$ cat config.mk
export PLATFORM = sky130hd
export DESIGN_NAME = bf_dcache_wb
export DESIGN_NICKNAME = d
export VERILOG_FILES = /design/src/rtl/bf_dcache_pkg.sv /design/src/rtl/bf_dcache_array.sv /design/src/rtl/bf_dcache_wb.sv
export SDC_FILE = /design/constraint.sdc
export NUM_CORES = 1
export LEC_CHECK = 0
export CAP_MARGIN = 20
export CORE_MARGIN = 8
export CORE_UTILIZATION = 58
export CTS_BUF_LIST = sky130_fd_sc_hd__clkbuf_16
export CTS_CLUSTER_SIZE = 28
export DETAILED_ROUTE_END_ITERATION = 16
export PLACE_DENSITY = 0.81
export SLEW_MARGIN = 20
export SYNTH_ARGS = -nofsm -noshare
export SYNTH_HDL_FRONTEND = slang
export SYNTH_HIERARCHICAL = 1
export SYNTH_SLANG_ARGS = --single-unit
$ cat constraint.sdc
create_clock -name clk -period 4.89 [get_ports clk]
set_input_delay 0.489 -clock clk [delete_from_list [all_inputs] [get_ports clk]]
set_output_delay 0.489 -clock clk [all_outputs]
set_load 0.005 [all_outputs]
$ cat src/rtl/bf_dcache_pkg.sv
// Shared op codes, FSM state encoding and address helpers for the BF data cache.
package bf_dcache_pkg;

  localparam int OP_BITS    = 3;
  localparam int STATE_BITS = 3;

  localparam logic [OP_BITS-1:0] OP_READ      = 3'd0;
  localparam logic [OP_BITS-1:0] OP_WRITE     = 3'd1;
  localparam logic [OP_BITS-1:0] OP_ADD       = 3'd2;
  localparam logic [OP_BITS-1:0] OP_FLUSH     = 3'd3;
  localparam logic [OP_BITS-1:0] OP_FLUSH_INV = 3'd4;

  typedef enum logic [STATE_BITS-1:0] {
    S_IDLE, S_LOOKUP, S_WB, S_WB_WAIT, S_FILL, S_FILL_WAIT, S_FL_SCAN, S_FL_WAIT
  } state_e;

  // Line index: low index_bits of the address (caller narrows the result).
  function automatic logic [31:0] idx_of(input logic [31:0] a, input int index_bits);
    return a & ((32'd1 << index_bits) - 32'd1);
  endfunction

  // Tag: address bits above the index (caller narrows the result).
  function automatic logic [31:0] tag_of(input logic [31:0] a, input int index_bits);
    return a >> index_bits;
  endfunction

endpackage

$ cat src/rtl/bf_dcache_array.sv
// Line storage: data/tag arrays plus valid/dirty bit vectors, one read and one write port.
module bf_dcache_array
  import bf_dcache_pkg::*;
#(
  parameter int INDEX_BITS = 3,
  parameter int TAG_BITS   = 12,
  parameter int DATA_WIDTH = 8
) (
  input  logic                  clk,
  input  logic                  reset,
  input  logic [INDEX_BITS-1:0] rd_idx_i,
  output logic                  rd_valid_o,
  output logic                  rd_dirty_o,
  output logic [TAG_BITS-1:0]   rd_tag_o,
  output logic [DATA_WIDTH-1:0] rd_data_o,
  input  logic [INDEX_BITS-1:0] wr_idx_i,
  input  logic                  wr_valid_en_i,
  input  logic                  wr_valid_i,
  input  logic                  wr_dirty_en_i,
  input  logic                  wr_dirty_i,
  input  logic                  wr_tag_en_i,
  input  logic [TAG_BITS-1:0]   wr_tag_i,
  input  logic                  wr_data_en_i,
  input  logic [DATA_WIDTH-1:0] wr_data_i
);
  localparam int LINES = 1 << INDEX_BITS;

  logic [LINES-1:0]                 valid_q, dirty_q;
  logic [LINES-1:0][TAG_BITS-1:0]   tag_q;
  logic [LINES-1:0][DATA_WIDTH-1:0] data_q;

  assign rd_valid_o = valid_q[rd_idx_i];
  assign rd_dirty_o = dirty_q[rd_idx_i];
  assign rd_tag_o   = tag_q[rd_idx_i];
  assign rd_data_o  = data_q[rd_idx_i];

  // Status bits: cleared on reset so every line starts invalid and clean.
  always_ff @(posedge clk) begin
    if (reset) begin
      valid_q <= '0;
      dirty_q <= '0;
    end else begin
      if (wr_valid_en_i) valid_q[wr_idx_i] <= wr_valid_i;
      if (wr_dirty_en_i) dirty_q[wr_idx_i] <= wr_dirty_i;
    end
  end

  // Payload: contents are meaningless until valid, so no reset.
  always_ff @(posedge clk) begin
    if (wr_tag_en_i)  tag_q[wr_idx_i]  <= wr_tag_i;
    if (wr_data_en_i) data_q[wr_idx_i] <= wr_data_i;
  end

endmodule

$ cat src/rtl/bf_dcache_wb.sv
// Direct-mapped write-back cache: FSM, hit/miss counters and memory req/done handshake.
module bf_dcache_wb
  import bf_dcache_pkg::*;
#(
  parameter int ADDR_BITS  = 15,
  parameter int DATA_WIDTH = 8,
  parameter int INDEX_BITS = 3,
  parameter int STAT_BITS  = 16
) (
  input  logic                  clk,
  input  logic                  reset,
  input  logic                  req_i,
  input  logic [OP_BITS-1:0]    op_i,
  input  logic [ADDR_BITS-1:0]  addr_i,
  input  logic [DATA_WIDTH-1:0] wdata_i,
  output logic                  ready_o,
  output logic                  done_o,
  output logic [DATA_WIDTH-1:0] rdata_o,
  output logic                  rzero_o,
  output logic                  mem_req_o,
  output logic                  mem_we_o,
  output logic [ADDR_BITS-1:0]  mem_addr_o,
  output logic [DATA_WIDTH-1:0] mem_wdata_o,
  input  logic [DATA_WIDTH-1:0] mem_rdata_i,
  input  logic                  mem_done_i,
  output logic [STAT_BITS-1:0]  hit_count_o,
  output logic [STAT_BITS-1:0]  miss_count_o
);
  localparam int IW    = INDEX_BITS;
  localparam int TW    = ADDR_BITS - INDEX_BITS;
  localparam int LINES = 1 << INDEX_BITS;

  state_e                state_q, state_d;
  logic [OP_BITS-1:0]    op_q, op_d;
  logic [ADDR_BITS-1:0]  addr_q, addr_d;
  logic [DATA_WIDTH-1:0] wdata_q, wdata_d, rdata_q, rdata_d;
  logic                  retry_q, retry_d, done_q, done_d;
  logic [IW-1:0]         fl_q, fl_d;
  logic                  mreq_q, mreq_d, mwe_q, mwe_d;
  logic [ADDR_BITS-1:0]  maddr_q, maddr_d;
  logic [DATA_WIDTH-1:0] mwdata_q, mwdata_d;
  logic [STAT_BITS-1:0]  hit_q, hit_d, miss_q, miss_d;

  logic [IW-1:0]         a_idx, cur_idx;
  logic [TW-1:0]         a_tag, rd_tag;
  logic                  rd_valid, rd_dirty, hit, fl_last, mem_ack, do_alloc;
  logic [DATA_WIDTH-1:0] rd_data, wr_data;
  logic                  wr_valid_en, wr_valid, wr_dirty_en, wr_dirty, wr_tag_en, wr_data_en;

  assign a_idx   = IW'(idx_of(32'(addr_q), INDEX_BITS));
  assign a_tag   = TW'(tag_of(32'(addr_q), INDEX_BITS));
  assign cur_idx = (state_q == S_FL_SCAN || state_q == S_FL_WAIT) ? fl_q : a_idx;
  assign hit     = rd_valid && (rd_tag == a_tag);
  assign fl_last = (fl_q == IW'(LINES - 1));
  // A stray mem_done with no request outstanding is ignored.
  assign mem_ack = mem_done_i && mreq_q;

  bf_dcache_array #(.INDEX_BITS(IW), .TAG_BITS(TW), .DATA_WIDTH(DATA_WIDTH)) u_array (
    .clk(clk), .reset(reset),
    .rd_idx_i(cur_idx), .rd_valid_o(rd_valid), .rd_dirty_o(rd_dirty),
    .rd_tag_o(rd_tag), .rd_data_o(rd_data),
    .wr_idx_i(cur_idx), .wr_valid_en_i(wr_valid_en), .wr_valid_i(wr_valid),
    .wr_dirty_en_i(wr_dirty_en), .wr_dirty_i(wr_dirty),
    .wr_tag_en_i(wr_tag_en), .wr_tag_i(a_tag),
    .wr_data_en_i(wr_data_en), .wr_data_i(wr_data)
  );

  // Next-state, array write controls and registered outputs.
  always_comb begin
    state_d = state_q;  op_d = op_q;  addr_d = addr_q;  wdata_d = wdata_q;
    retry_d = retry_q;  fl_d = fl_q;  done_d = 1'b0;    rdata_d = rdata_q;
    mreq_d = mreq_q;    mwe_d = mwe_q; maddr_d = maddr_q; mwdata_d = mwdata_q;
    hit_d = hit_q;      miss_d = miss_q;
    wr_valid_en = 1'b0; wr_valid = 1'b0; wr_dirty_en = 1'b0; wr_dirty = 1'b0;
    wr_tag_en = 1'b0;   wr_data_en = 1'b0; wr_data = wdata_q; do_alloc = 1'b0;
    unique case (state_q)
      S_IDLE: if (req_i) begin
        op_d    = (op_i > OP_FLUSH_INV) ? OP_READ : op_i;
        addr_d  = addr_i;
        wdata_d = wdata_i;
        retry_d = 1'b0;
        fl_d    = '0;
        state_d = (op_i == OP_FLUSH || op_i == OP_FLUSH_INV) ? S_FL_SCAN : S_LOOKUP;
      end
      S_LOOKUP: if (hit) begin
        if (!retry_q && hit_q != '1) hit_d = hit_q + 1'b1;
        rdata_d = rd_data;
        if (op_q == OP_WRITE || op_q == OP_ADD) begin
          wr_data     = (op_q == OP_ADD) ? rd_data + wdata_q : wdata_q;
          wr_data_en  = 1'b1;
          wr_dirty_en = 1'b1;
          wr_dirty    = 1'b1;
          rdata_d     = wr_data;
        end
        done_d  = 1'b1;
        state_d = S_IDLE;
      end else begin
        if (!retry_q && miss_q != '1) miss_d = miss_q + 1'b1;
        // A valid line that misses necessarily has a different tag.
        if (rd_valid && rd_dirty)  state_d = S_WB;
        else if (op_q == OP_WRITE) do_alloc = 1'b1;
        else                       state_d = S_FILL;
      end
      S_WB: begin
        mreq_d   = 1'b1;
        mwe_d    = 1'b1;
        maddr_d  = {rd_tag, a_idx};
        mwdata_d = rd_data;
        state_d  = S_WB_WAIT;
      end
      S_WB_WAIT: if (mem_ack) begin
        mreq_d      = 1'b0;
        wr_dirty_en = 1'b1;
        if (op_q == OP_WRITE) do_alloc = 1'b1;
        else                  state_d  = S_FILL;
      end
      S_FILL: begin
        mreq_d  = 1'b1;
        mwe_d   = 1'b0;
        maddr_d = addr_q;
        state_d = S_FILL_WAIT;
      end
      S_FILL_WAIT: if (mem_ack) begin
        mreq_d      = 1'b0;
        wr_data     = mem_rdata_i;
        wr_data_en  = 1'b1;
        wr_valid_en = 1'b1;
        wr_valid    = 1'b1;
        wr_tag_en   = 1'b1;
        wr_dirty_en = 1'b1;
        retry_d     = 1'b1;
        state_d     = S_LOOKUP;
      end
      S_FL_SCAN: begin
        // Valid is dropped on visit; the write-back uses the registered copy.
        if (op_q == OP_FLUSH_INV) wr_valid_en = 1'b1;
        if (rd_valid && rd_dirty) begin
          mreq_d   = 1'b1;
          mwe_d    = 1'b1;
          maddr_d  = {rd_tag, fl_q};
          mwdata_d = rd_data;
          state_d  = S_FL_WAIT;
        end else if (fl_last) begin
          done_d  = 1'b1;
          state_d = S_IDLE;
        end else begin
          fl_d = fl_q + 1'b1;
        end
      end
      S_FL_WAIT: if (mem_ack) begin
        mreq_d      = 1'b0;
        wr_dirty_en = 1'b1;
        if (fl_last) begin
          done_d  = 1'b1;
          state_d = S_IDLE;
        end else begin
          fl_d    = fl_q + 1'b1;
          state_d = S_FL_SCAN;
        end
      end
      default: state_d = S_IDLE;
    endcase
    // Write-allocate without fetching: the whole cell is overwritten anyway.
    if (do_alloc) begin
      wr_data     = wdata_q;
      wr_data_en  = 1'b1;
      wr_valid_en = 1'b1;
      wr_valid    = 1'b1;
      wr_tag_en   = 1'b1;
      wr_dirty_en = 1'b1;
      wr_dirty    = 1'b1;
      rdata_d     = wdata_q;
      done_d      = 1'b1;
      state_d     = S_IDLE;
    end
  end

  // State and output registers; reset abandons any transaction in flight.
  always_ff @(posedge clk) begin
    if (reset) begin
      state_q <= S_IDLE;  op_q <= OP_READ; addr_q <= '0; wdata_q <= '0;
      retry_q <= 1'b0;    fl_q <= '0;      done_q <= 1'b0; rdata_q <= '0;
      mreq_q  <= 1'b0;    mwe_q <= 1'b0;   maddr_q <= '0; mwdata_q <= '0;
      hit_q   <= '0;      miss_q <= '0;
    end else begin
      state_q <= state_d; op_q <= op_d;    addr_q <= addr_d; wdata_q <= wdata_d;
      retry_q <= retry_d; fl_q <= fl_d;    done_q <= done_d; rdata_q <= rdata_d;
      mreq_q  <= mreq_d;  mwe_q <= mwe_d;  maddr_q <= maddr_d; mwdata_q <= mwdata_d;
      hit_q   <= hit_d;   miss_q <= miss_d;
    end
  end

  assign ready_o      = (state_q == S_IDLE);
  assign done_o       = done_q;
  assign rdata_o      = rdata_q;
  assign rzero_o      = (rdata_q == '0);
  assign mem_req_o    = mreq_q;
  assign mem_we_o     = mwe_q;
  assign mem_addr_o   = maddr_q;
  assign mem_wdata_o  = mwdata_q;
  assign hit_count_o  = hit_q;
  assign miss_count_o = miss_q;

endmodule
==> flow_summary_export.csv, run 1 <==
group,metric,value,unit
clock_network,clock-sinks,275,
global_route,gr-total-overflow,0,
worst_setup_path,cp.required,5.11,ns
logic_synthesis,ys_types,66,
logic_synthesis,synth-main-ff-cell,"edfxtp_1",
final_layout,layoutNonFillerInstCount,1425,
routing,firstDrtPassIters,5,
worst_hold_path,holdCritPathClass,"input pin to register",
logic_synthesis,synth_area_leaders,"edfxtp_1, dfxtp_1, mux4_1",
sta,worst_pin_slew,0.886,ns
logic_synthesis,synth_xor_area_frac,0.0224,
logic_synthesis,yosys.area_share.simple,0.138,
status,status,"finished, final reports clean",
clock_network,clockBufferDepth,3,
logic_synthesis,async_reset_ff_frac,0,
clock_network,htreeDepth,1,
final_layout,n_antenna_cell,0,
logic_synthesis,ys_seq_area_frac,0.568,
power,ir_worst_vdd,0.376,mV
routing,drcViolationCount,0,
clock_network,cts-root-buf,"clkbuf_16",
placement,hpwl,20800,um
die,initial_core_util,0.594,
logic_synthesis,syn_area_per_cell,12.3,um2
final_layout,regArea,7110,um2
sta,whs,0.436,ns
worst_setup_path,ff2ff_path_depth,12,
die,die_area,26500,um2
power,p_per_area,443,nW/um2
logic_synthesis,syn_area,12500,um2
worst_setup_path,cp-start-kind,"register",
clock_network,cts_tree,"done",
logic_synthesis,synthAdderAreaFrac,0.0126,
routing,vias,8755,
routing,drt_iter0_markers,843,
sta,min_period_over_period,0.921,
logic_synthesis,syn-num-nets,1071,
final_layout,nets,1178,
global_route,antenna_found_initial,0,
routing,antenna_left,0,
logic_synthesis,yosys.area.top_type_share,0.384,
worst_hold_path,whs_path_depth,2,
placement,port_buffers,105,
worst_setup_path,cp_max_fo,16,
logic_synthesis,synth_cells,1021,
worst_setup_path,cp-end-kind,"register",
routing,drt-total-wl,30200,um
sta,maxSlewViolCount,0,
logic_synthesis,synth_top_cell_by_area,"edfxtp_1",
sta,tns,0,ns
sta,slew_headroom,0.394,
sta,fin_worst_skew,0.0152,ns
global_route,grt_pass1_vias,8696,
global_route,grt_use_total,0.227,
job,cap_viol_max_count,0,
logic_synthesis,ys_seq_elements,275,
clock_network,clkSlewWorstSetupHoldPaths,0.07,ns
global_route,grt_pass1_wl,47600,um
die,io_pins,106,
clock_network,cts_buffers,28,
logic_synthesis,yosys_warnings,6,
final_layout,area_delta_synth_final,18.5,%
logic_synthesis,synth_edf_count,160,
die,core_area,21100,um2
sta,finalCriticalPeriod,4.51,ns
routing,wl_per_cell,21.2,um
logic_synthesis,synth.area.mux_share,0.143,
sta,rsz0062_at_grt,"no",
final_layout,multiInputGateArea,5120,um2
clock_network,ctsHoldBuffers,0,
sta,max_freq,222,MHz
logic_synthesis,synth-compound-area-share,0.0920,
sta,setup_viol,0,
die,die_w,163,um
final_layout,nFillCells,1448,
logic_synthesis,synth_top_family_by_area,"multiplexers",
clock_network,clk_latency,0.55,ns
die,placement_rows,53,
routing,via_per_inst,6.14,
placement,dp_cells,1373,
logic_synthesis,synth_common_cells,"edfxtp_1, dfxtp_1, nand2_1",
sta,finalHoldViolCount,0,
die,die_h,163,um
placement,gp_congestion,0.873,
power,p_leak,5.10,nW
logic_synthesis,synth_most_common_cell,"edfxtp_1",
global_route,grt_max_degree,63,
worst_setup_path,crit_arrival,4.73,ns
final_layout,layout-drive-gt1-share,0.103,
worst_setup_path,worstSetupPathType,"register to register",
stage by stage:
step	total power, W	setup WS (ns)	utilization	instance area (um2)
2_1_floorplan	0.00392	0.676	-	12500
3_3_place_gp	0.00446	0.426	0.660	13900
3_5_place_dp	0.00450	0.304	0.660	13900
4_1_cts	0.00659	0.192	0.703	14800
5_1_grt	0.00686	0.0998	0.703	14800
6_report	0.00657	0.384	0.703	14800
layout by cell type (no fill, tap or decap), types with 5 or more instances in the layout:
master | Yosys | routed
a211oi_1 | 17 | 17
a21o_1 | 10 | 10
a21oi_1 | 73 | 73
a22oi_1 | 11 | 11
and2_1 | 8 | 8
buf_4 | 0 | 35
clkbuf_16 | 0 | 30
clkdlybuf4s50_1 | 0 | 104
clkinv_1 | 0 | 5
dfxtp_1 | 115 | 115
edfxtp_1 | 160 | 160
ha_1 | 11 | 11
inv_1 | 6 | 19
mux2_2 | 33 | 31
mux2i_1 | 26 | 26
mux4_1 | 44 | 44
nand2_1 | 101 | 101
nand2b_1 | 8 | 8
nand3_1 | 32 | 32
nand4_1 | 30 | 30
nor2_1 | 92 | 92
nor2b_1 | 15 | 15
nor3_1 | 9 | 9
nor3b_1 | 7 | 6
nor4_1 | 6 | 5
o211ai_1 | 8 | 8
o21ai_0 | 34 | 33
or3_1 | 9 | 9
xnor2_1 | 24 | 24
xor2_1 | 8 | 8
per-layer routing:
metal	GRT usage	up-vias	routed length (um)
li1	-	4107	-
met1	0.280	4239	12200
met2	0.396	348	15200
met3	0.0402	61	1980
met4	0.0759	0	878
met5	0	-	0
worst paths after layout:
path                                   startpoint                              end  slack, ns
setup / recovery          state_q[1]$_SDFFE_PP0P_     u_array/data_q[23]$_DFFE_PP_       0.38
hold / removal                              reset      hit_count_o[1]$_SDFFE_PP0P_       0.44
setup reg to reg          state_q[1]$_SDFFE_PP0P_     u_array/data_q[23]$_DFFE_PP_       0.38
hold reg to reg   u_array/valid_q[4]$_SDFFE_PP0P_  u_array/valid_q[4]$_SDFFE_PP0P_       0.47
what timing repair did:
item                                    4_1_cts  5_1_grt
gates resized for setup                       0        3
setup buffers                                 0        0
endpoints found under the setup margin        0        8
kinds of logic (layout without fill, tap and decap cells):
family | Yosys count | in the layout
compound gates | 185 | 185
xor+xnor | 32 | 32
fa+ha+maj | 12 | 12
buf+inv | 69 | 198
flops | 275 | 275
mux | 103 | 103
simple gates | 345 | 345
flip-flops by register name, summed over array words and instances (netlist names), 3 cells and up:
register,cells
u_array/tag_q,96
u_array/data_q,64
hit_count_o,16
miss_count_o,16
addr_q,15
mem_addr_o,15
mem_wdata_o,8
rdata_o,8
u_array/dirty_q,8
u_array/valid_q,8
wdata_q,8
fl_q,3
op_q,3
state_q,3
layout make-up:
type	instances	share of cell area
clock buffers	30	0.0506
clock inverters	22	0.0110
inverters	6	0.00152
multi-input cells	677	0.345
flip-flops and latches	275	0.479
well taps	275	0.0232
repair buffers	140	0.0892
report_power, final:
group	switching, W	internal, W	total (W)	leakage [nW]
logic	0.000906	0.000729	0.00163	2.20
clock network	0.000851	0.00125	0.00210	0.493
registers	0.000178	0.00266	0.00284	2.41
total	0.00193	0.00464	0.00657	5.10
critical path, stage by stage, from the launching register on:
cell	delay, ns
dfxtp_1	0.33
nand2_1	0.22
mux2_4	0.48
buf_4	0.22
mux4_1	0.59
mux2_2	0.32
ha_1	0.34
nor2_1	0.08
nor3b_1	0.40
a211oi_1	0.14
nand4b_1	0.24
a2111oi_0	0.51
o21ai_1	0.30
Power figures use the tool's default switching activity.
==> run 2: changes to the inputs <==
--- a/config.mk
+++ b/config.mk
@@ -5,12 +5,11 @@
 export SDC_FILE = /design/constraint.sdc
 export NUM_CORES = 1
 export LEC_CHECK = 0
-export CAP_MARGIN = 20
-export CORE_MARGIN = 8
 export CORE_UTILIZATION = 58
 export CTS_BUF_LIST = sky130_fd_sc_hd__clkbuf_16
 export CTS_CLUSTER_SIZE = 28
 export DETAILED_ROUTE_END_ITERATION = 16
+export MAX_ROUTING_LAYER = met4
 export PLACE_DENSITY = 0.81
 export SLEW_MARGIN = 20
 export SYNTH_ARGS = -nofsm -noshare
==> flow_summary_export.csv, run 2 (same netlist as run 1, synthesis figures left out) <==
group,metric,value,unit
status,status,"finished, final reports clean",
sta,worst_pin_slew,0.967,ns
sta,maxSlewViolCount,0,
worst_setup_path,cp-end-kind,"register",
sta,tns,0,ns
worst_setup_path,worstSetupPathType,"register to register",
die,die_w,149,um
sta,fin_ws,0.287,ns
clock_network,cts-root-buf,"clkbuf_16",
worst_setup_path,cp-start-kind,"register",
global_route,grt_max_degree,64,
die,core_area,21100,um2
power,ir_worst_vdd,0.330,mV
routing,via_per_inst,6.18,
global_route,grt_use_total,0.280,
placement,hpwl,20200,um
sta,whs,0.469,ns
clock_network,clk_latency,0.55,ns
clock_network,cts_tree,"done",
routing,wl_per_cell,21.1,um
placement,port_buffers,105,
global_route,grt_pass1_vias,8501,
die,io_pins,106,
routing,firstDrtPassIters,8,
clock_network,htreeDepth,1,
power,p_leak,5.08,nW
clock_network,ctsHoldBuffers,0,
worst_setup_path,startpoint,"state_q[2]$_SDFFE_PP0P_",
routing,dr_wl_met3,2050,um
routing,drt-total-wl,30100,um
final_layout,largest_register_ffs,96,
die,die_h,149,um
sta,slew_headroom,0.339,
final_layout,regMostFlops,"u_array/tag_q",
sta,finalCriticalPeriod,4.60,ns
sta,finalHoldViolCount,0,
placement,gp_congestion,0.892,
routing,met2_wirelength,15100,um
worst_setup_path,cp_max_fo,13,
worst_setup_path,cp.required,5.17,ns
job,cap_viol_max_count,0,
worst_setup_path,crit_arrival,4.88,ns
global_route,antenna_found_initial,0,
worst_setup_path,r2r-start,"state_q[2]$_SDFFE_PP0P_",
placement,place_ws,0.285,ns
worst_hold_path,min_from,"reset",
routing,maxUsedRoutingLayer,"met4",
sta,min_period_over_period,0.941,
sta,rsz0062_at_grt,"no",
die,initial_core_util,0.594,
routing,wl_met1,11900,um
die,die_area,22200,um2
placement,dpl_cell_area,13900,um2
routing,vias,8828,
final_layout,top_regs,"u_array/tag_q x96, u_array/data_q x64",
worst_hold_path,holdCritPathClass,"input pin to register",
routing,drcViolationCount,0,
global_route,grt_pass1_wl,45800,um
final_layout,nets,1182,
clock_network,clock-sinks,275,
clock_network,clockBufferDepth,3,
clock_network,post_cts_buffers,0,
final_layout,stdcell_area,14900,um2
sta,fin_worst_skew,0.0161,ns
die,placement_rows,53,
final_layout,layout_common_cells,"edfxtp_1, dfxtp_1, clkdlybuf4s50_1",
final_layout,area_delta_synth_final,18.8,%
clock_network,clkSlewWorstSetupHoldPaths,0.06,ns
clock_network,cts_buffers,28,
clock_network,post_cts_resized,0,
sta,setup_viol,0,
final_layout,layout-drive-gt1-share,0.117,
global_route,gr-total-overflow,0,
final_layout,n_antenna_cell,0,
final_layout,layout_commonest_cell,"edfxtp_1",
power,p_per_area,446,nW/um2
routing,drt_iter0_markers,602,
routing,antenna_left,0,
sta,max_freq,217,MHz
[run 2: cell types whose count changed in the layout (fill, tap and decap cells not counted), sizes merged]
cell / change
clkinvlp: +5
clkinv: +5
buf: +4
inv: -10
[run 2: worst paths after layout]
check | end | slack (ns) | cells after the start
setup reg to reg | u_array/tag_q[49]$_DFFE_PP_ | 0.29 | 15
hold reg to reg | u_array/dirty_q[2]$_SDFFE_PP0P_ | 0.47 | 2
setup / recovery | u_array/tag_q[49]$_DFFE_PP_ | 0.29 | 15
hold / removal | miss_count_o[13]$_SDFFE_PP0P_ | 0.47 | 2
[run 2: final cells by class]
| type | instances | area [um2] |
|---|---|---|
| fillers | 1468 | 6210 |
| flip-flops and latches | 275 | 7110 |
| repair buffers | 144 | 1340 |
| clock inverters | 22 | 190 |
| well taps | 275 | 344 |
| clock buffers | 30 | 751 |
| multi-input cells | 677 | 5120 |
| inverters | 6 | 22.5 |
[run 2: stage by stage]
| step | power [W] | utilization | instances |
|---|---|---|---|
| 3_5_place_dp | 0.00449 | 0.661 | 1377 |
| 5_1_grt | 0.00689 | 0.705 | 1429 |
| 6_report | 0.00664 | 0.705 | 1429 |
| 3_3_place_gp | 0.00445 | 0.661 | 1377 |
| 4_1_cts | 0.00665 | 0.705 | 1429 |
| 2_1_floorplan | 0.00392 | - | 1021 |
[run 2: power by group]
group	internal [W]	total (W)	switching, W	leakage, nW
logic	0.000725	0.00165	0.000922	2.21
registers	0.00266	0.00284	0.000175	2.41
clock network	0.00126	0.00216	0.000894	0.463
total	0.00465	0.00664	0.00199	5.08
[run 2: metal layers]
layer | vias to the layer above | global-route usage
li1 | 4114 | -
met1 | 4242 | 0.346
met2 | 381 | 0.471
met3 | 91 | 0.0407
met4 | 0 | 0.100
met5 | - | -
[run 2: critical path: stages, from the launching register on]
cell,delay (ns)
dfxtp_1,0.33
nand2_1,0.19
mux2_2,0.43
buf_4,0.29
mux4_1,0.57
mux2_2,0.30
xnor2_1,0.30
nand4_1,0.20
nor4_2,0.43
buf_4,0.23
o31ai_2,0.08
nor2_1,0.26
inv_1,0.23
nand2b_1,0.19
nor2_1,0.07
buf_4,0.22
==> run 3: changes to the inputs <==
--- a/config.mk
+++ b/config.mk
@@ -5,6 +5,7 @@
 export SDC_FILE = /design/constraint.sdc
 export NUM_CORES = 1
 export LEC_CHECK = 0
+export CORE_ASPECT_RATIO = 1.2
 export CORE_UTILIZATION = 58
 export CTS_BUF_LIST = sky130_fd_sc_hd__clkbuf_16
 export CTS_CLUSTER_SIZE = 28
==> flow_summary_export.csv, run 3 (same netlist as run 1, synthesis figures left out) <==
group,metric,value,unit
clock_network,cts_buffers,28,
worst_hold_path,holdCritPathClass,"register to register",
final_layout,top_regs,"u_array/tag_q x96, u_array/data_q x64",
final_layout,layout_commonest_cell,"edfxtp_1",
clock_network,clockBufferDepth,3,
final_layout,layout_common_cells,"edfxtp_1, dfxtp_1, clkdlybuf4s50_1",
die,placement_rows,58,
die,die_h,163,um
worst_setup_path,worstSetupPathType,"register to register",
worst_setup_path,critPathMaxStageDelay,0.59,ns
die,die_w,136,um
clock_network,post_cts_buffers,0,
sta,finalHoldViolCount,0,
routing,firstDrtPassIters,5,
routing,drt_iter0_markers,716,
global_route,grt_pass1_vias,8888,
clock_network,post_cts_resized,0,
sta,rsz0062_at_grt,"no",
routing,drcViolationCount,0,
final_layout,largest_register_ffs,96,
worst_setup_path,critical-path-top-delay-family,"simple AND/OR/NAND/NOR gates",
worst_setup_path,cp-start-kind,"register",
die,io_pins,106,
routing,wl_per_cell,21.7,um
routing,vias,9017,
final_layout,regMostFlops,"u_array/tag_q",
placement,hpwl,19900,um
sta,fin_ws,0.260,ns
sta,maxSlewViolCount,0,
power,p_per_area,450,nW/um2
clock_network,clk_latency,0.55,ns
die,core_area,21000,um2
global_route,grt_pass1_wl,47000,um
placement,place_ws,0.185,ns
worst_setup_path,crit_arrival,4.87,ns
routing,drt-total-wl,30700,um
sta,finalCriticalPeriod,4.63,ns
placement,gp_congestion,0.949,
final_layout,layout-drive-gt1-share,0.112,
clock_network,cts-root-buf,"clkbuf_16",
worst_setup_path,cp_max_fo,24,
sta,max_freq,216,MHz
global_route,antenna_found_initial,0,
worst_setup_path,cp.required,5.13,ns
final_layout,n_antenna_cell,0,
sta,slew_headroom,0.245,
global_route,grt_use_total,0.288,
placement,port_buffers,105,
global_route,grt_max_degree,83,
routing,antenna_left,0,
clock_network,ctsHoldBuffers,0,
clock_network,clkSlewWorstSetupHoldPaths,0.06,ns
final_layout,nets,1174,
die,initial_core_util,0.595,
worst_setup_path,crit_top_cell,"nand2_1",
clock_network,clock-sinks,275,
clock_network,htreeDepth,1,
sta,setup_viol,0,
sta,fin_worst_skew,0.0240,ns
worst_setup_path,worst_path_max_delay_cell,"mux4_1",
status,status,"finished, final reports clean",
job,cap_viol_max_count,0,
power,ir_worst_vdd,0.426,mV
sta,tns,0,ns
final_layout,area_delta_synth_final,18.6,%
routing,via_per_inst,6.37,
worst_setup_path,path_cells,"nand2_1, buf_4, mux2_2, buf_12, mux4_1, mux2_2, xnor2_1, nand4_1, nor4_2, buf_4, and2_1, nand2_1, nand2_1, nand2_1, nor2_1, buf_4",
power,p_leak,5.05,nW
sta,worst_pin_slew,1.13,ns
clock_network,cts_tree,"done",
global_route,gr-total-overflow,0,
die,die_area,22200,um2
worst_setup_path,cp.buffers_inverters,4,
worst_setup_path,cp-end-kind,"register",
sta,min_period_over_period,0.947,
-- run 3: area by class of cell --
class	count	area, um2
flip-flops and latches	275	7110
clock buffers	29	726
well taps	270	338
multi-input cells	677	5130
repair buffers	136	1310
fillers	1415	6190
inverters	6	22.5
clock inverters	22	218
-- run 3: worst paths after layout --
path | from | to | cells past startpoint | slack [ns]
worst max-delay path | state_q[2]$_SDFFE_PP0P_ | u_array/data_q[28]$_DFFE_PP_ | 16 | 0.26
worst min-delay path | u_array/valid_q[0]$_SDFFE_PP0P_ | u_array/valid_q[0]$_SDFFE_PP0P_ | 2 | 0.47
worst max register to register | state_q[2]$_SDFFE_PP0P_ | u_array/data_q[28]$_DFFE_PP_ | 16 | 0.26
worst min register to register | u_array/valid_q[0]$_SDFFE_PP0P_ | u_array/valid_q[0]$_SDFFE_PP0P_ | 2 | 0.47
-- run 3: worst min-delay path, stage by stage, from the launching register on --
cell and delay (ns):
dfxtp_1 0.30, o21ai_0 0.06, a21oi_1 0.06
-- run 3: per-layer routing --
| metal | part of all wire | GRT usage | vias to the layer above |
|---|---|---|---|
| li1 | - | - | 4097 |
| met1 | 0.38 | 0.340 | 4420 |
| met2 | 0.52 | 0.494 | 400 |
| met3 | 0.059 | 0.0373 | 100 |
| met4 | 0.037 | 0.123 | 0 |
| met5 | 0 | - | - |
-- run 3: through the flow --
step,util,hold slack [ns],total power (W),area [um2],instances
after floorplan,-,0.442,0.00392,12500,1021
after global placement,0.660,0.457,0.00445,13900,1364
after detailed placement,0.660,0.465,0.00450,13900,1364
after CTS,0.705,0.472,0.00669,14800,1415
after global routing,0.706,0.498,0.00694,14900,1415
final,0.706,0.474,0.00669,14900,1415
-- run 3: power by group --
group	leakage, nW	switching (W)	internal [W]
logic	2.18	0.000948	0.000727
registers	2.41	0.000163	0.00266
clock network	0.463	0.000902	0.00129
